==> src/rtl/scr_wr_queue.sv <==
// scr_wr_queue: snoops CPU data writes, queues those that land in the screen
// window and drains them in order to the screen-RAM writer. Consecutive writes
// to the same screen word merge into the tail entry.
module scr_wr_queue #(
  parameter int ADDR_W    = 15,
  parameter int DATA_W    = 16,
  parameter int DEPTH     = 8,
  parameter int SCR_BASE  = 16384,
  parameter int SCR_WORDS = 8192,
  localparam int OFF_W    = $clog2(SCR_WORDS),
  localparam int PTR_W    = $clog2(DEPTH),
  localparam int CNT_W    = PTR_W + 1
) (
  input  logic              i_clock,
  input  logic              i_reset,
  input  logic              i_cpu_wr_en,
  input  logic [ADDR_W-1:0] i_cpu_addr,
  input  logic [DATA_W-1:0] i_cpu_data,
  output logic              o_scr_valid,
  output logic [OFF_W-1:0]  o_scr_addr,
  output logic [DATA_W-1:0] o_scr_data,
  input  logic              i_scr_ready,
  output logic [CNT_W-1:0]  o_count,
  output logic              o_full,
  output logic              o_overflow
);

  // Window bounds carry one extra bit so the upper bound never wraps.
  localparam logic [ADDR_W:0]  LP_LO       = (ADDR_W+1)'(SCR_BASE);
  localparam logic [ADDR_W:0]  LP_HI       = (ADDR_W+1)'(SCR_BASE + SCR_WORDS);
  localparam logic [OFF_W-1:0] LP_BASE_OFF = OFF_W'(SCR_BASE);
  localparam logic [CNT_W-1:0] LP_DEPTH    = CNT_W'(DEPTH);

  logic [OFF_W-1:0]  r_mem_off  [DEPTH];
  logic [DATA_W-1:0] r_mem_data [DEPTH];
  logic [PTR_W-1:0]  r_wr_ptr;
  logic [PTR_W-1:0]  r_rd_ptr;
  logic [CNT_W-1:0]  r_count;
  logic              r_overflow;

  logic [ADDR_W:0]   w_addr_ext;
  logic [OFF_W-1:0]  w_offset;
  logic [PTR_W-1:0]  w_tail_ptr;
  logic              w_valid;
  logic              w_full;
  logic              w_hit;
  logic              w_pop;
  logic              w_coalesce;
  logic              w_push;
  logic              w_drop;
  logic [CNT_W-1:0]  w_count_nxt;

  assign w_addr_ext = {1'b0, i_cpu_addr};
  // Offset modulo the window size; only meaningful when the address is a hit.
  assign w_offset   = i_cpu_addr[OFF_W-1:0] - LP_BASE_OFF;
  assign w_tail_ptr = r_wr_ptr - PTR_W'(1);
  assign w_valid    = (r_count != {CNT_W{1'b0}});
  assign w_full     = (r_count == LP_DEPTH);

  // Classify this cycle's write and compute the next occupancy.
  always_comb begin
    w_hit       = 1'b0;
    w_pop       = 1'b0;
    w_coalesce  = 1'b0;
    w_push      = 1'b0;
    w_drop      = 1'b0;
    w_count_nxt = r_count;

    w_hit = i_cpu_wr_en && (w_addr_ext >= LP_LO) && (w_addr_ext < LP_HI);
    w_pop = w_valid && i_scr_ready;

    // A lone entry that is leaving this cycle cannot absorb the new write.
    if (w_hit && w_valid && (r_mem_off[w_tail_ptr] == w_offset) &&
        !((r_count == CNT_W'(1)) && w_pop)) begin
      w_coalesce = 1'b1;
    end else begin
      w_coalesce = 1'b0;
    end

    w_push = w_hit && !w_coalesce && (!w_full || w_pop);
    w_drop = w_hit && !w_coalesce && w_full && !w_pop;

    case ({w_push, w_pop})
      2'b10:   w_count_nxt = r_count + CNT_W'(1);
      2'b01:   w_count_nxt = r_count - CNT_W'(1);
      default: w_count_nxt = r_count;
    endcase
  end

  // Queue storage, pointers, occupancy and sticky overflow flag.
  always_ff @(posedge i_clock) begin
    if (i_reset) begin
      r_wr_ptr   <= {PTR_W{1'b0}};
      r_rd_ptr   <= {PTR_W{1'b0}};
      r_count    <= {CNT_W{1'b0}};
      r_overflow <= 1'b0;
      for (int i = 0; i < DEPTH; i++) begin
        r_mem_off[i]  <= {OFF_W{1'b0}};
        r_mem_data[i] <= {DATA_W{1'b0}};
      end
    end else begin
      if (w_push) begin
        r_mem_off[r_wr_ptr]  <= w_offset;
        r_mem_data[r_wr_ptr] <= i_cpu_data;
        r_wr_ptr             <= r_wr_ptr + PTR_W'(1);
      end else if (w_coalesce) begin
        r_mem_data[w_tail_ptr] <= i_cpu_data;
      end
      if (w_pop) begin
        r_rd_ptr <= r_rd_ptr + PTR_W'(1);
      end
      if (w_drop) begin
        r_overflow <= 1'b1;
      end
      r_count <= w_count_nxt;
    end
  end

  // Head is presented straight from storage, so it stays put until popped.
  assign o_scr_valid = w_valid;
  assign o_scr_addr  = r_mem_off[r_rd_ptr];
  assign o_scr_data  = r_mem_data[r_rd_ptr];
  assign o_count     = r_count;
  assign o_full      = w_full;
  assign o_overflow  = r_overflow;

endmodule

==> config.mk <==
export PLATFORM = sky130hd
export DESIGN_NAME = scr_wr_queue
export DESIGN_NICKNAME = d
export VERILOG_FILES = /design/src/rtl/scr_wr_queue.sv
export SDC_FILE = /design/constraint.sdc
export NUM_CORES = 1
export LEC_CHECK = 0
export ABC_AREA = 1
export CAP_MARGIN = 40
export CORE_MARGIN = 1
export CORE_UTILIZATION = 55
export CTS_BUF_LIST = sky130_fd_sc_hd__clkbuf_2 sky130_fd_sc_hd__clkbuf_4 sky130_fd_sc_hd__clkbuf_8
export DETAILED_ROUTE_END_ITERATION = 7
export GPL_ROUTABILITY_DRIVEN = 0
export PLACE_DENSITY_LB_ADDON = 0.3
export SKIP_CTS_REPAIR_TIMING = 1
export SLEW_MARGIN = 20
export SYNTH_ARGS = -nofsm -noshare
export SYNTH_HDL_FRONTEND = slang
export SYNTH_SLANG_ARGS = --single-unit
export TNS_END_PERCENT = 1
==> constraint.sdc <==
create_clock -name i_clock -period 5.4 [get_ports i_clock]
set_input_delay 1.08 -clock i_clock [delete_from_list [all_inputs] [get_ports i_clock]]
set_output_delay 1.08 -clock i_clock [all_outputs]
set_load 0.05 [all_outputs]
**Word level (Yosys, flattened, before mapping)**

Memories as Yosys holds them, arrays and structs flattened. A register that Yosys moved wholly into a read port is not among the register bits.
Index checks and enable logic that the tools add are counted.

- Eq/ne operators: 5
- Muxes and demuxes: 24
- Shifts and indexed selects: 0
- Add/sub/neg operators: 5
- Divide/modulo/power cells: 0
- Reduce and logical (&&, ||, !) cells: 21
- Bitwise operators: 0
- $lt $le $gt $ge: 2
- Multipliers: 0

Operators by type and width:

| cell | count |
|---|---|
| 2-to-1 mux 16 bit | 2 |
| OR reduction 16 bit | 2 |
| 2-to-1 mux 3 bit | 7 |
| greater-or-equal comparator 15 bit, second input constant | 1 |
| less-than comparator 15 bit, second input constant | 1 |
| equality test 13 bit | 1 |
| 2-to-1 mux 1 bit | 13 |
| 2-to-1 mux 13 bit | 1 |
| OR reduction 13 bit | 1 |
| logical AND 1 bit | 11 |
| one-hot mux 4 bit (2 select lines) | 1 |
| adder 3 x 1 -> 3 bit, second input constant | 2 |
| adder 4 x 1 -> 4 bit, second input constant | 1 |
| equality test 4 x 1 -> 1 bit, second input constant | 1 |
| equality test 4 bit, second input constant | 1 |
| logical NOT 1 bit | 4 |
| nonzero test 4 bit | 1 |
| subtractor 4 x 1 -> 4 bit, second input constant | 1 |
| subtractor 3 x 1 -> 3 bit, second input constant | 1 |
| equality test 2 x 1 -> 1 bit, second input constant | 1 |
| equality test 2 bit, second input constant | 1 |
| nonzero test 2 bit | 1 |
| logical OR 1 bit | 1 |

- Register bits after elaboration: 11
- Latch bits: 0
- Memories: 2
- Bits in writable memories: 232
- Bits in read-only memories: 0
- Output and inout bits: 36
- Word-level logic and storage cells: 63

Memory list:

| name | depth | bits a word | rd ports | clocked after Yosys merged registers in | wr ports | line | text |
|---|---|---|---|---|---|---|---|
| r_mem_data | 8 | 16 | 1 | 1 | 8 | 35 | `logic [DATA_W-1:0] r_mem_data [DEPTH];` |
| r_mem_off | 8 | 13 | 2 | 1 | 8 | 34 | `logic [OFF_W-1:0] r_mem_off [DEPTH];` |

**Logic depth before layout (Yosys ltp)**

Gate-level depths: netlist of the first run.

- Depth after elaboration: 16
- Depth in mapped cells: 21
- Gate-level depth less buffers: 18

**Least setup slack after synthesis of the first run**

OpenSTA, ideal clock, no wires.

- Path type: reg-to-reg
- Start: register r_count[0], in the netlist o_count[0]
- End: memory r_mem_data[0][0] (enable)
- Cell stages (with the launch flop): 15
- Arrival: 3,793 ps
- Path slack: 1,196 ps
- Path buffers: 1
- Required time: 4,989 ps
- Path through: dfxtp_1 -> inv_1 -> ha_1 -> nand2_1 -> nand2_1 -> a31oi_1 -> nand2_1 -> nor2_1 -> nand2_1 -> nor2_4 -> nand3_4 -> xor2_1 -> nand2_1 -> buf_4 -> o21ai_0

RTL lines:

| element | line | text |
|---|---|---|
| from (decl) | 38 | `logic [CNT_W-1:0] r_count;` |
| from (signal assigned) | 95 | `r_count <= {CNT_W{1'b0}};` |
| from (signal assigned) | 115 | `r_count <= w_count_nxt;` |
| to (decl) | 35 |  |

==> results of run 1 <==
-- power groups by stage --
| stage | Clock (W) | Combinational (W) | Sequential, W |
|---|---|---|---|
| floorplan | 0 | 0.00104 | 0.00225 |
| CTS | 0.00159 | 0.00151 | 0.00225 |
| global route | 0.00167 | 0.00162 | 0.00227 |
| detailed placement | 0 | 0.00150 | 0.00229 |
| finish | 0.00159 | 0.00153 | 0.00226 |
| global placement | 0 | 0.00148 | 0.00229 |
-- flip-flops by register name (all words and copies together) (netlist names), named ones only --
register,cells
r_wr_ptr,3
r_mem_data,128
r_rd_ptr,3
o_overflow,1
r_mem_off,104
o_count,4
-- stage by stage --
stage,setup WS (ns),total power [W],hold WS (ns),utilization (%),instances
after floorplan,1.20,0.00329,0.413,-,1419
after global placement,1.06,0.00377,0.429,60.5,1734
after detailed placement,0.885,0.00380,0.436,60.6,1736
after CTS,0.483,0.00535,0.442,64.0,1808
after global routing,0.238,0.00556,0.489,64.1,1810
final,0.495,0.00537,0.440,64.1,1810
-- per-layer routing --
layer  wire (um)  GRT usage [%]  up-vias
met4        1050           9.62        0
met1       14600           42.5     5164
li1            -              -     5010
met2       16700           47.4      681
met3        4030           6.81       92
met5           0              0        -
-- worst max path at each step --
stage / cells after the start / end / slack [ns]
3_5_place_dp: 12 / r_mem_data[4][9] / 0.88
2_1_floorplan: 14 / r_mem_data[0][0] / 1.20
3_3_place_gp: 13 / r_mem_data[2][0] / 1.06
6_report: 8 / o_scr_addr[2] / 0.50
5_1_grt: 8 / o_scr_addr[2] / 0.24
4_1_cts: 8 / o_scr_addr[2] / 0.48
-- placed cells by master, fill, tap and decap left out, drive strengths merged --
cell type,n
ha,6
nand3,82
buf,45
a31oi,30
nor4,13
dfxtp,14
xnor2,1
nor3,167
nor2,202
edfxtp,232
nand3b,1
clkbuf,57
inv,99
clkinv,43
xor2,7
clkdlybuf4s50,70
o21ai,137
nand4,4
a221oi,10
o22ai,16
a21oi,56
clkinvlp,2
nand2,198
o211ai,4
o21a,1
-- worst max-delay path, stage by stage (launching register included) --
cell and delay, ns:
sky130_fd_sc_hd__dfxtp_4 0.71, sky130_fd_sc_hd__clkinv_2 0.56, sky130_fd_sc_hd__buf_4 0.47, sky130_fd_sc_hd__a21oi_1 0.21, sky130_fd_sc_hd__o21ai_0 0.15, sky130_fd_sc_hd__nand2_1 0.09
sky130_fd_sc_hd__nor2_1 0.04, sky130_fd_sc_hd__a31oi_1 0.18, sky130_fd_sc_hd__clkdlybuf4s50_1 0.84
-- cells by family after synthesis --
kind of cell    synth area share [%]
fa+ha+maj                      0.578
simple gates                    24.4
buf+inv                         7.84
xor+xnor                       0.656
compound gates                  10.7
flops                           55.8
-- cell type report --
cell class                 count  area (um2)  share of cell area (%)
sequential                   246        7250                    49.3
multi-input combinational    935        4720                    32.1
timing repair buffer         115        1070                    7.28
clock buffer                  57         709                    4.83
inverter                     129         485                    3.30
tap                          313         392                    2.66
clock inverter                15        68.8                   0.468
==> impl_metrics.json, run 1 <==
{
  "initial_antenna_violation_count": 0,
  "critical_path.reg2reg.startpoint": "r_wr_ptr[1]",
  "setup_repair_after_global_routing_missed_its_margin": "false",
  "design.portCount": 71,
  "ir_drop_mv": 0.181,
  "syn_std_cell_area_um2": 13000,
  "cts.htree.levels": 2,
  "worst-endpoint-required_ns": 4.32,
  "max-slew-margin-rel_pct": 41.9,
  "die_width_um": 156,
  "ctsLongestPathBuffers": 3,
  "row_count": 55,
  "switching_power_total_w": 0.00191,
  "synth_area_leader_cell": "sky130_fd_sc_hd__edfxtp_1",
  "rrSetupSlack_ns": 0.77,
  "core_region_area_um2": 22900,
  "power_density_nw_per_um2": 366,
  "clk_transition_reported_paths_ns": 0.06,
  "max_slew.worst_pin.slew_ns": 0.870,
  "timing.critical_path.fanout_max": 53,
  "grt.overflow.total": 0,
  "power.internal_w": 0.00346,
  "syn-mean-instance-area_um2": 9.15,
  "detail_route.wl_per_cell_um": 20.1,
  "final-setup-viol-count": 0,
  "fin_skew_ns": 0.0126,
  "crit_arrival_ns": 3.82,
  "setup.worst_path.end_class": "output pin",
  "die_height_um": 156,
  "seqPwrFrac_pct": 42.0,
  "cts_made_buffers": 41,
  "switching_share_pct": 35.6,
  "synth_ff_type": "sky130_fd_sc_hd__edfxtp_1",
  "detailedRoute.firstPassIterationCount": 6,
  "max_slew_violation_count": 0,
  "first_iteration_detailed_routing_drc_count": 1376,
  "async_flop_share_pct": 0,
  "io_buffers": 70,
  "combPwrFrac_pct": 28.5,
  "post_drt_via_cell_ratio": 6.05,
  "drive_gt1_share_pct": 12.2,
  "number_of_endpoints_with_negative_hold_slack_in_the_final_report": 0,
  "cts_root_buffer": "sky130_fd_sc_hd__clkbuf_8",
  "critPathKind": "reg2out",
  "synth.distinct_cells": 35,
  "worst_min_delay_path_endpoint": "r_rd_ptr[2]",
  "number_of_global_route_vias_before_repair": 10143,
  "grt_start_max_net_pins": 67,
  "relative_contribution_of_the_clock_network_to_total_power_pct": 29.6,
  "hold_path_stages": 1,
  "finalCriticalPeriod_ns": 4.90,
  "nFillCells": 1896,
  "synth_top_area_share_pct": 53.7,
  "drt-total-wl_um": 36400,
  "outcome": "finished, final reports clean",
  "cts_tree": "done",
  "route.detailed.drc": 0,
  "clk_lat_worst_skew_ns": 0.54,
  "placedInstanceArea_um2": 13900,
  "ys_top_cells_by_count": "sky130_fd_sc_hd__edfxtp_1, sky130_fd_sc_hd__nor2_1, sky130_fd_sc_hd__nand2_1",
  "clkSinkCount": 246,
  "track_usage_pct": 30.4,
  "leakagePower_nw": 5.41,
  "synth_most_common_cell": "sky130_fd_sc_hd__edfxtp_1",
  "start_util_pct": 56.6,
  "synth_edf_count": 232,
  "postLayoutCellArea_um2": 14700,
  "crit_path_start_kind": "flip-flop",
  "synth_sequential_area_ratio_pct": 55.8,
  "finish.net_count": 1509,
  "antenna_violating_nets_post_route": 0,
  "layout_overhead_on_the_synthesized_area_pct": 13.2,
  "timing.max_cap.violations": 0,
  "hp-start": "r_rd_ptr[2]",
  "synthCells": 1419,
  "hpwl_um": 22700,
  "setup_tns_ns": 0,
  "grt_pass1_wl_um": 56100,
  "antenna_cells_inserted": 0,
  "post-route-period-util_pct": 90.8,
  "yosys_warnings": 0,
  "via_count": 10947,
  "fmax_ghz": 0.204,
  "postSynthNetCount": 1460,
  "synth.ff_latch_count": 246,
  "die-area_um2": 24200,
  "regToRegEndpoint": "r_mem_data[7][8]",
  "worst_hold_check_path_type": "reg2reg",
  "r2r.worst_path.cells": 15,
  "post_synth_main_area_contributors": "sky130_fd_sc_hd__edfxtp_1, sky130_fd_sc_hd__nor2_1, sky130_fd_sc_hd__nand2_1"
}
(Power assumes the default switching activity.)
==> run 2: changes to the inputs <==
--- a/config.mk
+++ b/config.mk
@@ -9,7 +9,7 @@
 export CAP_MARGIN = 40
 export CORE_MARGIN = 1
 export CORE_UTILIZATION = 55
-export CTS_BUF_LIST = sky130_fd_sc_hd__clkbuf_2 sky130_fd_sc_hd__clkbuf_4 sky130_fd_sc_hd__clkbuf_8
+export CTS_BUF_LIST = sky130_fd_sc_hd__clkbuf_16
 export DETAILED_ROUTE_END_ITERATION = 7
 export GPL_ROUTABILITY_DRIVEN = 0
 export PLACE_DENSITY_LB_ADDON = 0.3
==> run 2 against run 1 <==
Against the previous run:
- sequential cell count unchanged
- worst hold slack improved by 0.026 ns
- first-iteration DRC count increased by 6.6%
- non-clock buffer count unchanged
- sequential power about the same
- critical path depth decreased by 2
- via count increased by 0.57%
- largest cell class unchanged
- highest routed layer unchanged
==> impl_metrics.json, run 2 (synthesis results as in run 1) <==
{
  "outcome": "finished, final reports clean",
  "grt.overflow.total": 0,
  "drive_gt1_share_pct": 10.3,
  "ctsLongestPathBuffers": 3,
  "r2r.worst_path.cells": 17,
  "io_buffers": 70,
  "via_count": 11009,
  "timing.critical_path.cells": "clkinv_2 > buf_4 > a21oi_1 > o21ai_0 > a31oi_1 > clkdlybuf4s50_1",
  "final-setup-viol-count": 0,
  "detailedRoute.firstPassIterationCount": 6,
  "fmax_ghz": 0.201,
  "layout.cells.most_common_list": "sky130_fd_sc_hd__edfxtp_1, sky130_fd_sc_hd__nor2_1, sky130_fd_sc_hd__nand2_1, sky130_fd_sc_hd__o21ai_0, sky130_fd_sc_hd__nor3_1",
  "most_common_library_cell_in_the_layout_ignoring_fill_and_taps": "sky130_fd_sc_hd__edfxtp_1",
  "post_drt_via_cell_ratio": 6.17,
  "largest_register": "r_mem_data",
  "setup.worst_path.end_class": "output pin",
  "setup_tns_ns": 0,
  "worst_path_max_delay_cell": "sky130_fd_sc_hd__clkdlybuf4s50_1",
  "antenna_cells_inserted": 0,
  "finalCriticalPeriod_ns": 4.96,
  "finalPower_w": 0.00546,
  "number_of_endpoints_with_negative_hold_slack_in_the_final_report": 0,
  "core_region_area_um2": 22900,
  "clkSinkCount": 246,
  "design.portCount": 71,
  "row_count": 55,
  "timing.max_cap.violations": 0,
  "crit_arrival_ns": 3.88,
  "antenna_violating_nets_post_route": 0,
  "cts_tree": "done",
  "cts_root_buffer": "sky130_fd_sc_hd__clkbuf_16",
  "initial_antenna_violation_count": 0,
  "cp_slowest_stage_delay_ns": 0.88,
  "leakagePower_nw": 5.41,
  "ir_drop_mv": 0.227,
  "power_density_nw_per_um2": 371,
  "clk_lat_worst_skew_ns": 0.53,
  "max-slew-margin-rel_pct": 40.6,
  "worst-endpoint-required_ns": 4.32,
  "drt-total-wl_um": 36600,
  "post-route-period-util_pct": 91.9,
  "max_slew.worst_pin.slew_ns": 0.889,
  "start_util_pct": 56.6,
  "finish.net_count": 1494,
  "first_iteration_detailed_routing_drc_count": 1467,
  "setup_repair_after_global_routing_missed_its_margin": "false",
  "critPathKind": "reg2out",
  "cts.htree.levels": 1,
  "hpwl_um": 22700,
  "clk_transition_reported_paths_ns": 0.06,
  "largest_register_ffs": 128,
  "route.detailed.drc": 0,
  "grt_pass1_wl_um": 56700,
  "die_height_um": 156,
  "die-area_um2": 24200,
  "die_width_um": 156,
  "detail_route.wl_per_cell_um": 20.5,
  "grt_start_max_net_pins": 67,
  "hold_path_stages": 1,
  "fin_skew_ns": 0.0103,
  "worst_hold_check_path_type": "reg2reg",
  "crit_path_start_kind": "flip-flop",
  "max_slew_violation_count": 0,
  "timing.critical_path.fanout_max": 48,
  "number_of_global_route_vias_before_repair": 10301,
  "layout_overhead_on_the_synthesized_area_pct": 13.3,
  "cts_made_buffers": 26,
  "track_usage_pct": 30.6
}
## run 2: changes by cell type in the layout (fill, tap and decap cells not counted)
| cell | previous run | this run |
|---|---|---|
| sky130_fd_sc_hd__clkbuf_4 | 12 | 0 |
| sky130_fd_sc_hd__clkbuf_16 | 0 | 27 |
| sky130_fd_sc_hd__clkinvlp_4 | 2 | 0 |
| sky130_fd_sc_hd__clkinv_1 | 38 | 39 |
| sky130_fd_sc_hd__inv_1 | 96 | 101 |
| sky130_fd_sc_hd__bufinv_16 | 0 | 1 |
| sky130_fd_sc_hd__clkbuf_8 | 45 | 0 |
## run 2: cell type report
| type | count | area [um2] |
|---|---|---|
| Timing Repair Buffer | 115 | 1070 |
| Tap cell | 313 | 392 |
| Sequential cell | 246 | 7250 |
| Inverter | 129 | 485 |
| Clock inverter | 20 | 106 |
| Clock buffer | 27 | 676 |
| Fill cell | 1881 | 8210 |
| Multi-Input combinational cell | 935 | 4720 |
## run 2: power breakdown
part / total [W] / switching (W) / leakage [nW] / internal, W
Clock: 0.00167 / 0.000729 / 0.405 / 0.000942
Combinational: 0.00153 / 0.00108 / 2.49 / 0.000452
Sequential: 0.00225 / 0.0000907 / 2.51 / 0.00216
Total: 0.00546 / 0.00190 / 5.41 / 0.00356
## run 2: per-stage QoR
stage	hold slack [ns]	cell area [um2]	worst slack, ns	utilization (%)	cells
floorplan	0.413	13000	1.20	-	1419
global route	0.505	14700	0.272	64.2	1785
finish	0.467	14700	0.436	64.2	1785
detailed placement	0.436	13900	0.885	60.6	1736
CTS	0.467	14700	0.501	64.0	1783
global placement	0.429	13900	1.06	60.5	1734
## run 2: worst max-delay path: cells and delay by family (launching register included)
family                 cells  cell delay [ns]
DFF                        1             0.71
AOI/OAI and AO/OA          3             0.73
buffers and inverters      3             1.87
## run 2: path summary, 6_finish.rpt
kind | startpoint | end | slack, ns
max | flip-flop | o_scr_addr[6] | 0.44
min | o_overflow | o_overflow | 0.47
max reg2reg | r_wr_ptr[1] | r_mem_data[2][0] | 0.81
min reg2reg | o_overflow | o_overflow | 0.47
## run 2: layer usage
metal | vias up | wire length [um] | track usage [%] | part of all wire [%]
li1 | 4974 | - | - | -
met1 | 5299 | 14300 | 43.0 | 39
met2 | 651 | 17100 | 48.5 | 47
met3 | 85 | 4300 | 5.44 | 12
met4 | 0 | 936 | 10.2 | 2.6
met5 | - | 0 | 0 | 0
